**config.mk**
```make
export PLATFORM = sky130hd
export DESIGN_NAME = lock_seq_ctrl
export DESIGN_NICKNAME = d
export VERILOG_FILES = /design/src/rtl/lock_seq_ctrl.sv
export SDC_FILE = /design/constraint.sdc
export NUM_CORES = 1
export LEC_CHECK = 0
export CAP_MARGIN = 40
export CORE_MARGIN = 1
export CORE_UTILIZATION = 30
export DETAILED_ROUTE_END_ITERATION = 8
export HOLD_SLACK_MARGIN = 0.08
export PLACE_DENSITY = 0.52
export SLEW_MARGIN = 5
export SYNTH_ARGS = -nofsm -noshare
export SYNTH_HDL_FRONTEND = slang
export SYNTH_SLANG_ARGS = --single-unit
```
**constraint.sdc**
```tcl
create_clock -name CLK -period 4.3 [get_ports CLK]
set_clock_uncertainty 0.05 [all_clocks]
set_input_delay 0.645 -clock CLK [delete_from_list [all_inputs] [get_ports CLK]]
set_output_delay 0.645 -clock CLK [all_outputs]
set_load 0.02 [all_outputs]
```
**src/rtl/lock_seq_ctrl.sv**
```systemverilog
// Password-lock sequencer: assembles a 4-digit BCD code from button events, compares it
// to a stored key and walks WAIT/INPUT/UNLOCK/ERROR/ALARM/SETKEY with ms timeouts.
module lock_seq_ctrl #(
    parameter logic [15:0] DEFAULT_KEY = 16'h1234,
    parameter int unsigned MAX_ERR     = 3,
    parameter int unsigned UNLOCK_MS   = 5000,
    parameter int unsigned ERROR_MS    = 1000,
    parameter int unsigned ALARM_MS    = 10000,
    parameter int unsigned IDLE_MS     = 10000,
    parameter int unsigned TIMER_W     = 14
) (
    input  logic        CLK,
    input  logic        RESET,
    input  logic        TICK_1MS,
    input  logic        DIGIT_VALID,
    input  logic [3:0]  DIGIT_IN,
    input  logic        OK_PULSE,
    input  logic        BACK_PULSE,
    input  logic        ADMIN_PULSE,
    output logic [2:0]  STATE,
    output logic [15:0] CODE,
    output logic [2:0]  CODE_CNT,
    output logic [1:0]  ERR_CNT,
    output logic        UNLOCKED,
    output logic        ALARM_ON
);

    typedef enum logic [2:0] {
        S_WAIT   = 3'b000,
        S_INPUT  = 3'b001,
        S_UNLOCK = 3'b010,
        S_ERROR  = 3'b011,
        S_ALARM  = 3'b100,
        S_SETKEY = 3'b101
    } state_e;

    state_e             state_q, state_d;
    logic [15:0]        code_q, code_d;
    logic [2:0]         cnt_q, cnt_d;
    logic [1:0]         err_q, err_d;
    logic [15:0]        key_q, key_d;
    logic [TIMER_W-1:0] timer_q, timer_d;
    logic               unlocked_q, unlocked_d;
    logic               alarm_q, alarm_d;

    logic               ev_ok, ev_back, ev_dig, ev_adm;
    logic               dig_ok, accepted, tick_hit;
    logic [TIMER_W-1:0] limit;
    logic [1:0]         err_inc;

    // One event per cycle, priority OK > BACK > DIGIT > ADMIN
    always_comb begin
        ev_ok   = OK_PULSE;
        ev_back = !OK_PULSE && BACK_PULSE;
        ev_dig  = !OK_PULSE && !BACK_PULSE && DIGIT_VALID;
        ev_adm  = !OK_PULSE && !BACK_PULSE && !DIGIT_VALID && ADMIN_PULSE;
        dig_ok  = ev_dig && (DIGIT_IN <= 4'd9);
    end

    // Per-state timeout limit and the tick that reaches it
    always_comb begin
        limit = '0;
        case (state_q)
            S_INPUT, S_SETKEY: limit = TIMER_W'(IDLE_MS);
            S_UNLOCK:          limit = TIMER_W'(UNLOCK_MS);
            S_ERROR:           limit = TIMER_W'(ERROR_MS);
            S_ALARM:           limit = TIMER_W'(ALARM_MS);
            default:           limit = '0;
        endcase
        tick_hit = TICK_1MS && ((timer_q + TIMER_W'(1)) == limit);
        err_inc  = (32'(err_q) >= MAX_ERR) ? err_q : err_q + 2'd1;
    end

    always_comb begin
        state_d  = state_q;
        code_d   = code_q;
        cnt_d    = cnt_q;
        err_d    = err_q;
        key_d    = key_q;
        timer_d  = TICK_1MS ? timer_q + TIMER_W'(1) : timer_q;
        accepted = 1'b0;

        case (state_q)
            S_WAIT: begin
                if (dig_ok) begin
                    state_d = S_INPUT;
                    code_d  = {12'h000, DIGIT_IN};
                    cnt_d   = 3'd1;
                end
            end
            S_INPUT, S_SETKEY: begin
                if (ev_ok) begin
                    if (cnt_q == 3'd4) begin
                        if (state_q == S_SETKEY) begin
                            key_d   = code_q;
                            state_d = S_WAIT;
                        end else if (code_q == key_q) begin
                            state_d = S_UNLOCK;
                            err_d   = 2'd0;
                        end else begin
                            err_d   = err_inc;
                            state_d = (32'(err_inc) == MAX_ERR) ? S_ALARM : S_ERROR;
                        end
                    end
                end else if (ev_back) begin
                    if (cnt_q != 3'd0) begin
                        code_d   = {4'h0, code_q[15:4]};
                        cnt_d    = cnt_q - 3'd1;
                        accepted = 1'b1;
                    end
                end else if (dig_ok && (cnt_q != 3'd4)) begin
                    code_d   = {code_q[11:0], DIGIT_IN};
                    cnt_d    = cnt_q + 3'd1;
                    accepted = 1'b1;
                end else if (ev_adm && (state_q == S_SETKEY)) begin
                    state_d = S_WAIT;
                end else if (tick_hit && !ev_dig && !ev_adm) begin
                    state_d = S_WAIT;
                end
                // Entry buffer never survives leaving the entry states
                if (state_d != state_q) begin
                    code_d = 16'h0000;
                    cnt_d  = 3'd0;
                end
            end
            S_UNLOCK: begin
                if (ev_ok)         state_d = S_WAIT;
                else if (ev_adm)   state_d = S_SETKEY;
                else if (tick_hit) state_d = S_WAIT;
            end
            S_ERROR: begin
                if (tick_hit) state_d = S_WAIT;
            end
            S_ALARM: begin
                if (tick_hit) begin
                    state_d = S_WAIT;
                    err_d   = 2'd0;
                end
            end
            default: begin
                state_d = S_WAIT;
                code_d  = 16'h0000;
                cnt_d   = 3'd0;
            end
        endcase

        if ((state_d != state_q) || accepted) begin
            timer_d = '0;
        end
        unlocked_d = (state_d == S_UNLOCK);
        alarm_d    = (state_d == S_ALARM);
    end

    always_ff @(posedge CLK) begin
        if (RESET) begin
            state_q    <= S_WAIT;
            code_q     <= 16'h0000;
            cnt_q      <= 3'd0;
            err_q      <= 2'd0;
            key_q      <= DEFAULT_KEY;
            timer_q    <= '0;
            unlocked_q <= 1'b0;
            alarm_q    <= 1'b0;
        end else begin
            state_q    <= state_d;
            code_q     <= code_d;
            cnt_q      <= cnt_d;
            err_q      <= err_d;
            key_q      <= key_d;
            timer_q    <= timer_d;
            unlocked_q <= unlocked_d;
            alarm_q    <= alarm_d;
        end
    end

    assign STATE    = state_q;
    assign CODE     = code_q;
    assign CODE_CNT = cnt_q;
    assign ERR_CNT  = err_q;
    assign UNLOCKED = unlocked_q;
    assign ALARM_ON = alarm_q;

endmodule

```
=== Yosys cells after proc, flatten, opt, wreduce, memory -nomap -nowiden ===
Index checks and enable logic that the tools add are counted.

* Bits of input ports: 11
* Output and inout port bits: 26
* Word-level logic and storage cells: 107
* Register bits after elaboration: 56

* Order comparisons: 2
* Add/subtract/negate cells: 4
* Bitwise logic cells: 1
* Reduce and logical (&&, ||, !) cells: 28
* Multiplexer cells: 42
* Eq/ne operators: 22

{| class="wikitable"
|+ Operator list
! operator !! number
|-
| $mux W16 || 6
|-
| $mux W3 || 20
|-
| $pmux W16 S3 || 1
|-
| $pmux W14 S3 || 1
|-
| $eq A16 B16 Y1 || 1
|-
| $add A14 B1 Y14 const B || 1
|-
| $eq A14 B14 Y1 || 1
|-
| $eq A3 B3 Y1 const B || 4
|-
| $mux W2 || 6
|-
| $pmux W3 S4 || 1
|-
| $logic_and A1 B1 Y1 || 11
|-
| $ne A2 B2 Y1 const B || 5
|-
| $reduce_and A5 Y1 || 2
|-
| $eq A3 B2 Y1 const B || 3
|-
| $pmux W3 S3 || 1
|-
| $ne A4 B4 Y1 const B || 2
|-
| $ne A3 B3 Y1 || 2
|-
| $ne A3 B3 Y1 const B || 2
|-
| $reduce_or A2 Y1 || 3
|-
| $reduce_or A3 Y1 || 2
|-
| $logic_not A1 Y1 || 5
|-
| $mux W1 || 5
|-
| $le A4 B4 Y1 const B || 1
|-
| $pmux W2 S2 || 1
|-
| other kinds (12) || 12
|}

=== Logic depth before layout (Yosys ltp) ===
Gate-level depths: netlist (run 1).

* Depth after elaboration: 17
* Depth in mapped cells: 11
* Mapped depth without buffers: 9

=== Worst setup path after synthesis (run 1) ===
OpenSTA, ideal clock, no wires.

* Path kind: reg-to-reg
* Start point: reg timer_q[0]
* End point: reg timer_q[10]
* Required time: 4.128 ns
* Library setup time: 0.122 ns
* Path slack: 1.371 ns
* Buffers on the path: 1
* Period minus slack after synthesis: 2.929 ns
* Arrival time: 2.756 ns
* Stages on the path, launching flop included: 11
* Cell sequence: dfxtp_1 ha_1 nand4_1 nor3_1 mux2_2 mux2_4 nor4_4 o21ai_2 o311ai_4 buf_6 nor3_2

* Longest elaborated chain between the ends: 15
* Elaborated cells between the ends (all ways): 18
* Those cells by class: add/sub: 1; eq/ne: 2; mux: 10; reduce/logical: 5

{| class="wikitable"
|+ Ends and longest elaborated chain
! item !! line !! text
|-
| from (decl) || 42 || <nowiki>logic [TIMER_W-1:0] timer_q, timer_d;</nowiki>
|-
| from (signal assigned) || 170 || <nowiki>timer_q <= timer_d;</nowiki>
|-
| $add A14 B1 Y14 * || 70, 80 ||
|-
| $eq A14 B14 Y1 || 70 || <nowiki>tick_hit = TICK_1MS && ((timer_q + TIMER_W'(1)) == limit);</nowiki>
|-
| $logic_and A1 B1 Y1 || 70 ||
|-
| $logic_and A1 B1 Y1 (2 in a row) || 117 || <nowiki>end else if (tick_hit && !ev_dig && !ev_adm) begin</nowiki>
|-
| $mux W3 || 117 ||
|-
| $mux W3 || 115 || <nowiki>end else if (ev_adm && (state_q == S_SETKEY)) begin</nowiki>
|-
| $mux W3 || 111 || <nowiki>end else if (dig_ok && (cnt_q != 3'd4)) begin</nowiki>
|-
| $mux W3 || 105 || <nowiki>end else if (ev_back) begin</nowiki>
|-
| $mux W3 || 92 || <nowiki>if (ev_ok) begin</nowiki>
|-
| $mux W3 || 83 || <nowiki>case (state_q)</nowiki>
|-
| $pmux W3 S4 || 83 ||
|-
| $ne A3 B3 Y1 || 147 || <nowiki>if ((state_d != state_q) || accepted) begin</nowiki>
|-
| $logic_or A1 B1 Y1 || 147 ||
|-
| $reduce_or A2 Y1 (no source line) || -- ||
|}

Every way passes the cells marked *; elsewhere a longest branch is shown, timed or not. The select of a mux whose other input is x is not followed.
A chain may end at the register's enable or synchronous reset.

=== Worst setup path in the final report (run 1) ===
* Start point: reg timer_q[0]
* End point: reg timer_q[1]

Same word-level chain as after synthesis.

==> metrics.md, run 1 <==
| Metric | Value |
|---|---|
| Worst slew margin | `0.431` |
| Vias per cell | `5.38` |
| DRC Markers | `0` |
| Syn Area/Cell | `8.03 sq um` |
| Final Max Tran Viols | `0` |
| Number of H-tree levels | `2` |
| Max-capacitance violation count | `0` |
| Post-synth top area share | `0.320` |
| Status | `finished, final reports clean` |
| Iteration-0 DRC Markers | `229` |
| Async set or reset register ratio after synthesis | `0` |
| M3 GR Usage | `0.0317` |
| Setup TNS Final | `0 ns` |
| Via count | `3,246` |
| Register bit total from synthesis | `56` |
| First-pass GRT wire length | `15.3 mm` |
| Final number of hold-violating endpoints | `0` |
| Seq/Total Area, Yosys | `0.320` |
| Routed length per placed instance | `15.7 microns` |
| Met2 Usage GRT | `0.236` |
| Largest net degree at the start of global routing | `28` |
| Setup violators final | `0` |
| Total wire length | `9.44 mm` |
| Fmax | `277 MHz` |
| Die X | `110 microns` |
| Hold Worst Slack | `0.417 ns` |
| Syn nets | `450` |
| Die Y-Extent | `110 microns` |
| Synth warn | `0` |
| Diode count | `0` |
| Synth unique cells | `73` |
| WS Path Type | `register to register` |
| Post-synth top cells | `nand2_1, dfxtp_1, a21oi_1, nor2_1, xor2_1` |
| Top post-synthesis cells by area | `dfxtp_1, nand2_1, xor2_1` |
| Antenna viol nets, final | `0` |
| DP HPWL | `6.87 mm` |
| Share of layout cells above drive strength 1 | `0.109` |
| CTS tree | `built` |
| Clock sink count | `56` |
| Post-route core utilization | `0.359` |
| Worst slew pin tran | `0.841 ns` |
| Critical path fanouts, max | `14` |
| Worst-path clk slew | `0.08 ns` |
| Num CTS Buffers | `5` |
| Rows | `39` |
| GPL Wtd Cong | `0.876` |
| Worst skew pair latency | `0.30 ns` |
| VDD IR-drop max | `160 uV` |
| CTS Buffer Depth | `2` |
| Layout area overhead | `17.1%` |
| # nets final | `473` |
| Top-count cell post-synth | `nand2_1` |
| Port Buffer Count | `36` |
| GRT overflow | `0` |
| Die area | `12,100 sq um` |
| Top_reg_cell synth | `dfxtp_1` |
| IO Count | `37` |
| Gates resized, CTS repair | `0` |
| Post-Synthesis Cell Area | `3500 sq um` |
| CP Data Arrival Time | `3.73 ns` |
| Clock Tree Root | `clkbuf_16` |
| RSZ-0062 raised after global routing | `no` |
| Post-synth EDFFs | `0` |
| CP Capture Type | `register` |
| HP Class | `register to register` |
| Top Usage Layer GRT | `met1` |
| Tmin final | `3.61 ns` |
| Synth area leader | `dfxtp_1` |
| Core region area | `11,400 sq um` |
| Fin crit share | `0.840` |
| GR met1 Demand/Resource | `0.238` |
| Cell Pwr Density | `254 nW/um^2` |
| Startpoint Class | `register` |
| Post-CTS Hold Buffers | `0` |
| Post-Synthesis Cells | `436` |
| All-Layer GR Usage | `0.163` |
| Drt pass-1 iters | `7` |
| Starting Density | `0.307` |
| Vias in the first global route | `2,996` |
| Leakage | `1.41 nW` |
| Post-CTS setup buffer count | `0` |
| Initial antenna violation count | `0` |
| Worst Path Required | `4.42 ns` |
## cell families (layout without fill, tap and decap cells)
kind of cell | Yosys count | count (layout) | synth area share
AND/OR/NAND/NOR | 181 | 181 | 0.267
AO/OA/AOI/OAI | 102 | 102 | 0.213
flip-flops | 56 | 56 | 0.320
buffers and inverters | 46 | 70 | 0.0618
XOR/XNOR | 39 | 39 | 0.0975
multiplexers | 9 | 9 | 0.0275
adder cells (fa/ha/maj) | 3 | 3 | 0.0129
## layout by cell type, fill, tap and decap left out, types with 4 or more instances in the layout
master	instances
nand3_1	16
o21ai_0	15
nor2_1	29
o32ai_1	8
mux2i_1	7
clkbuf_16	5
clkdlybuf4s50_1	36
o221ai_1	4
and2_1	4
nor3_2	4
xor2_1	25
nor4_1	5
a31oi_1	5
inv_1	16
nand4_1	9
xnor2_1	14
nand2_1	71
nor3_1	10
dfxtp_1	56
a21oi_1	30
nor2_2	8
buf_4	8
## routing by layer
| layer | wire (microns) | vias up | part of all wire |
|---|---|---|---|
| met5 | 0 | - | 0 |
| met4 | 184 | 0 | 0.019 |
| met3 | 540 | 20 | 0.057 |
| met2 | 3870 | 109 | 0.41 |
| met1 | 4840 | 1512 | 0.51 |
| li1 | - | 1605 | - |
## cell type report
| class | instances | area (sq um) |
|---|---|---|
| flip-flops and latches | 56 | 1120 |
| clock buffers | 5 | 125 |
| inverters | 18 | 67.6 |
| fillers | 1235 | 7320 |
| multi-input cells | 334 | 2160 |
| well taps | 143 | 179 |
| clock inverters | 3 | 22.5 |
| repair buffers | 44 | 420 |
## registers in the layout, indices dropped and copies added, names as in the netlist
name      flops
timer_q      14
key_q        16
ALARM_ON      1
CODE         16
STATE         3
CODE_CNT      3
UNLOCKED      1
ERR_CNT       2
## through the flow
step | cells | area (sq um) | total power, mW | setup slack [ns]
floorplan | 436 | 3500 | 0.595 | 1.37
global placement | 594 | 3950 | 0.627 | 0.689
detailed placement | 595 | 3950 | 0.627 | 0.632
CTS | 603 | 4100 | 1.05 | 0.659
global route | 603 | 4100 | 1.08 | 0.462
finish | 603 | 4100 | 1.04 | 0.687
## path summary, 6_finish.rpt
check	from	end	slack, ns	cells past startpoint
worst max register to register	timer_q[0]$_SDFFE_PP0P_	timer_q[1]$_SDFFE_PP0P_	0.69	10
worst min register to register	key_q[13]$_SDFFE_PP0P_	key_q[13]$_SDFFE_PP0P_	0.42	2
worst max-delay path	timer_q[0]$_SDFFE_PP0P_	timer_q[1]$_SDFFE_PP0P_	0.69	10
worst min-delay path	key_q[13]$_SDFFE_PP0P_	key_q[13]$_SDFFE_PP0P_	0.42	2
## critical path: stages (launching register included)
cell      delay (ns)
dfxtp_1         0.45
ha_1            0.46
nand4_1         0.19
nor3_1          0.40
mux2_2          0.38
mux2_4          0.28
nor4_4          0.54
o21ai_2         0.12
o311ai_4        0.23
buf_4           0.29
nor3_1          0.09
## where the power goes
group | total (mW) | internal, mW | leakage [nW] | switching, mW
Sequential | 0.531 | 0.522 | 0.452 | 0.00893
Clock | 0.424 | 0.219 | 0.0742 | 0.205
Combinational | 0.0841 | 0.0339 | 0.885 | 0.0502
Note: power is estimated with default switching activity, not from simulation.
==> run 2, diff against run 1 <==
- PLACE_DENSITY: 0.52 -> 0.53
- clock period: 4.3 -> 3.05 ns (I/O delays scaled with it)
==> metrics.md, run 2 (synthesis results as in run 1) <==
| Metric | Value |
|---|---|
| Critical path fanouts, max | `14 (unchanged)` |
| Vias in the first global route | `3,151 (+5.2%)` |
| Port Buffer Count | `36 (unchanged)` |
| Final Max Tran Viols | `0 (unchanged)` |
| DRC Markers | `0 (unchanged)` |
| M3 GR Usage | `0.0247 (-0.00705)` |
| VDD IR-drop max | `245 uV (+53%)` |
| Number of H-tree levels | `2 (unchanged)` |
| All-Layer GR Usage | `0.175 (+0.0116)` |
| DP HPWL | `7.39 mm (+7.5%)` |
| Slowest CP cell | `mux2_2` |
| Top Family by Delay on Critical Path | `simple AND/OR/NAND/NOR gates` |
| CTS tree | `built` |
| Top Usage Layer GRT | `met2` |
| Worst skew pair latency | `0.30 ns (about the same)` |
| Vias per cell | `5.35 (-0.62%)` |
| Final number of hold-violating endpoints | `0 (unchanged)` |
| Worst slew margin | `0.628 (+0.196)` |
| Worst-path clk slew | `0.08 ns (about the same)` |
| Clock Tree Root | `clkbuf_16` |
| CP Data Arrival Time | `2.99 ns (-0.74 ns)` |
| Antenna viol nets, final | `0 (unchanged)` |
| Buf/Inv on CP | `1 (unchanged)` |
| Starting Density | `0.307 (unchanged)` |
| HP Class | `register to register` |
| WS Path Type | `register to register` |
| Crit-path max cell delay | `0.37 ns (-0.17 ns)` |
| Fmax | `351 MHz (+27%)` |
| Most frequent cells in the layout | `nand2_1, dfxtp_1, clkdlybuf4s50_1` |
| Clock sink count | `56 (unchanged)` |
| Tmin final | `2.85 ns (-0.763 ns)` |
| DP Cell Count | `624 (+4.9%)` |
| First-pass GRT wire length | `16.5 mm (+8.0%)` |
| Diode count | `0 (unchanged)` |
| Startpoint Class | `register` |
| Most common cell after layout, fill and taps aside | `nand2_1` |
| Layout area overhead | `24.5%` |
| Met2 Usage GRT | `0.269 (+0.0330)` |
| Fin crit share | `0.934 (+0.0942)` |
| Num CTS Buffers | `5 (unchanged)` |
| Status | `finished, final reports clean` |
| Max-capacitance violation count | `0 (unchanged)` |
| Post-CTS Hold Buffers | `0 (unchanged)` |
| GR met1 Demand/Resource | `0.255 (+0.0178)` |
| Final Cell Area | `4360 sq um (+6.3%)` |
| Share of layout cells above drive strength 1 | `0.170 (+0.0610)` |
| Die Y-Extent | `110 microns (unchanged)` |
| Pre-CTS WS | `0.0337 ns (-0.599 ns)` |
| GRT overflow | `0 (unchanged)` |
| Die X | `110 microns (unchanged)` |
| Fill count | `1,191 (-3.6%)` |
| Via count | `3,381 (+4.2%)` |
| Rows | `39 (unchanged)` |
| Post-CTS setup buffer count | `0 (unchanged)` |
| Worst Path Required | `3.19 ns (-1.23 ns)` |
| Worst slew pin tran | `0.551 ns (-0.290 ns)` |
| Initial antenna violation count | `0 (unchanged)` |
| Die area | `12,100 sq um (unchanged)` |
| # nets final | `502 (+6.1%)` |
| Final setup margin | `0.200 ns (-0.487 ns)` |
| GPL Wtd Cong | `0.889 (+1.5%)` |
| Core region area | `11,400 sq um (unchanged)` |
| Total wire length | `10.1 mm (+6.9%)` |
| Setup TNS Final | `0 ns (unchanged)` |
| Largest net degree at the start of global routing | `21 (-25%)` |
| IO Count | `37 (unchanged)` |
| CP Capture Type | `register` |
| Leakage | `1.58 nW (+12%)` |
| Setup violators final | `0 (unchanged)` |
| Drt pass-1 iters | `5 (-2)` |
| Routed length per placed instance | `16.0 microns (+2.0%)` |
| Cell Pwr Density | `345 nW/um^2 (+36%)` |
| Post-Layout Cell Count | `632 (+4.8%)` |
| Iteration-0 DRC Markers | `310 (+35%)` |
| Gates resized, CTS repair | `0 (unchanged)` |
| CTS Buffer Depth | `2 (unchanged)` |
| CP cell instances | `ha_1 -> nand4_1 -> nor3_2 -> mux2_2 -> mux2_4 -> nor2_1 -> a221oi_2 -> o311ai_4 -> buf_12 -> nor3_1` |
| Dpl cell area | `4200 sq um (+6.1%)` |
==> run 2: changes by cell type in the layout (fill, tap and decap cells not counted) <==
cell	change
buf_4	+27
dfxtp_1	-3
dfxtp_2	+3
buf_12	+2
a2111oi_0	-1
a2111oi_1	+1
clkinv_2	-1
clkinv_4	-1
inv_6	+1
inv_8	+1
nor3_1	-1
nor3_2	+1
==> run 2: where the power goes <==
| group | leakage, nW | internal [mW] | switching, mW |
|---|---|---|---|
| Clock | 0.0767 | 0.318 | 0.300 |
| Combinational | 1.05 | 0.0616 | 0.0819 |
| Sequential | 0.453 | 0.737 | 0.00682 |
| Total | 1.58 | 1.12 | 0.389 |
==> run 2: metal layers <==
metal	vias to the layer above	wire [microns]
li1	1659	-
met3	8	650
met1	1595	4980
met4	0	74
met5	-	0
met2	119	4390
==> run 2: through the flow <==
step,hold slack [ns],power (mW),util
6_report,0.421,1.50,0.382
5_1_grt,0.432,1.57,0.382
4_1_cts,0.421,1.52,0.381
3_5_place_dp,0.410,0.902,0.367
3_3_place_gp,0.403,0.901,0.367
2_1_floorplan,0.398,0.838,-
==> run 2: final cells by class <==
class	instances	area, sq um	share of cell area
timing repair buffer	73	663	0.152
multi-input combinational	334	2170	0.498
tap	143	179	0.0410
inverter	18	67.6	0.0155
clock inverter	3	28.8	0.00660
clock buffer	5	125	0.0287
sequential	56	1120	0.258
==> run 2: path summary, 6_finish.rpt <==
check,slack (ns),cells after the start,to,startpoint
max,0.20,10,timer_q[13]$_SDFFE_PP0P_,timer_q[0]$_SDFFE_PP0P_
min,0.42,2,key_q[8]$_SDFFE_PP0P_,key_q[8]$_SDFFE_PP0P_
max reg2reg,0.20,10,timer_q[13]$_SDFFE_PP0P_,timer_q[0]$_SDFFE_PP0P_
min reg2reg,0.42,2,key_q[8]$_SDFFE_PP0P_,key_q[8]$_SDFFE_PP0P_
==> run 2: worst min-delay path, delay by kind of cell, from the launching register on <==
family	cells	cell delay [ns]
flip-flops	1	0.32
AND/OR/NAND/NOR	1	0.05
AO/OA/AOI/OAI	1	0.05
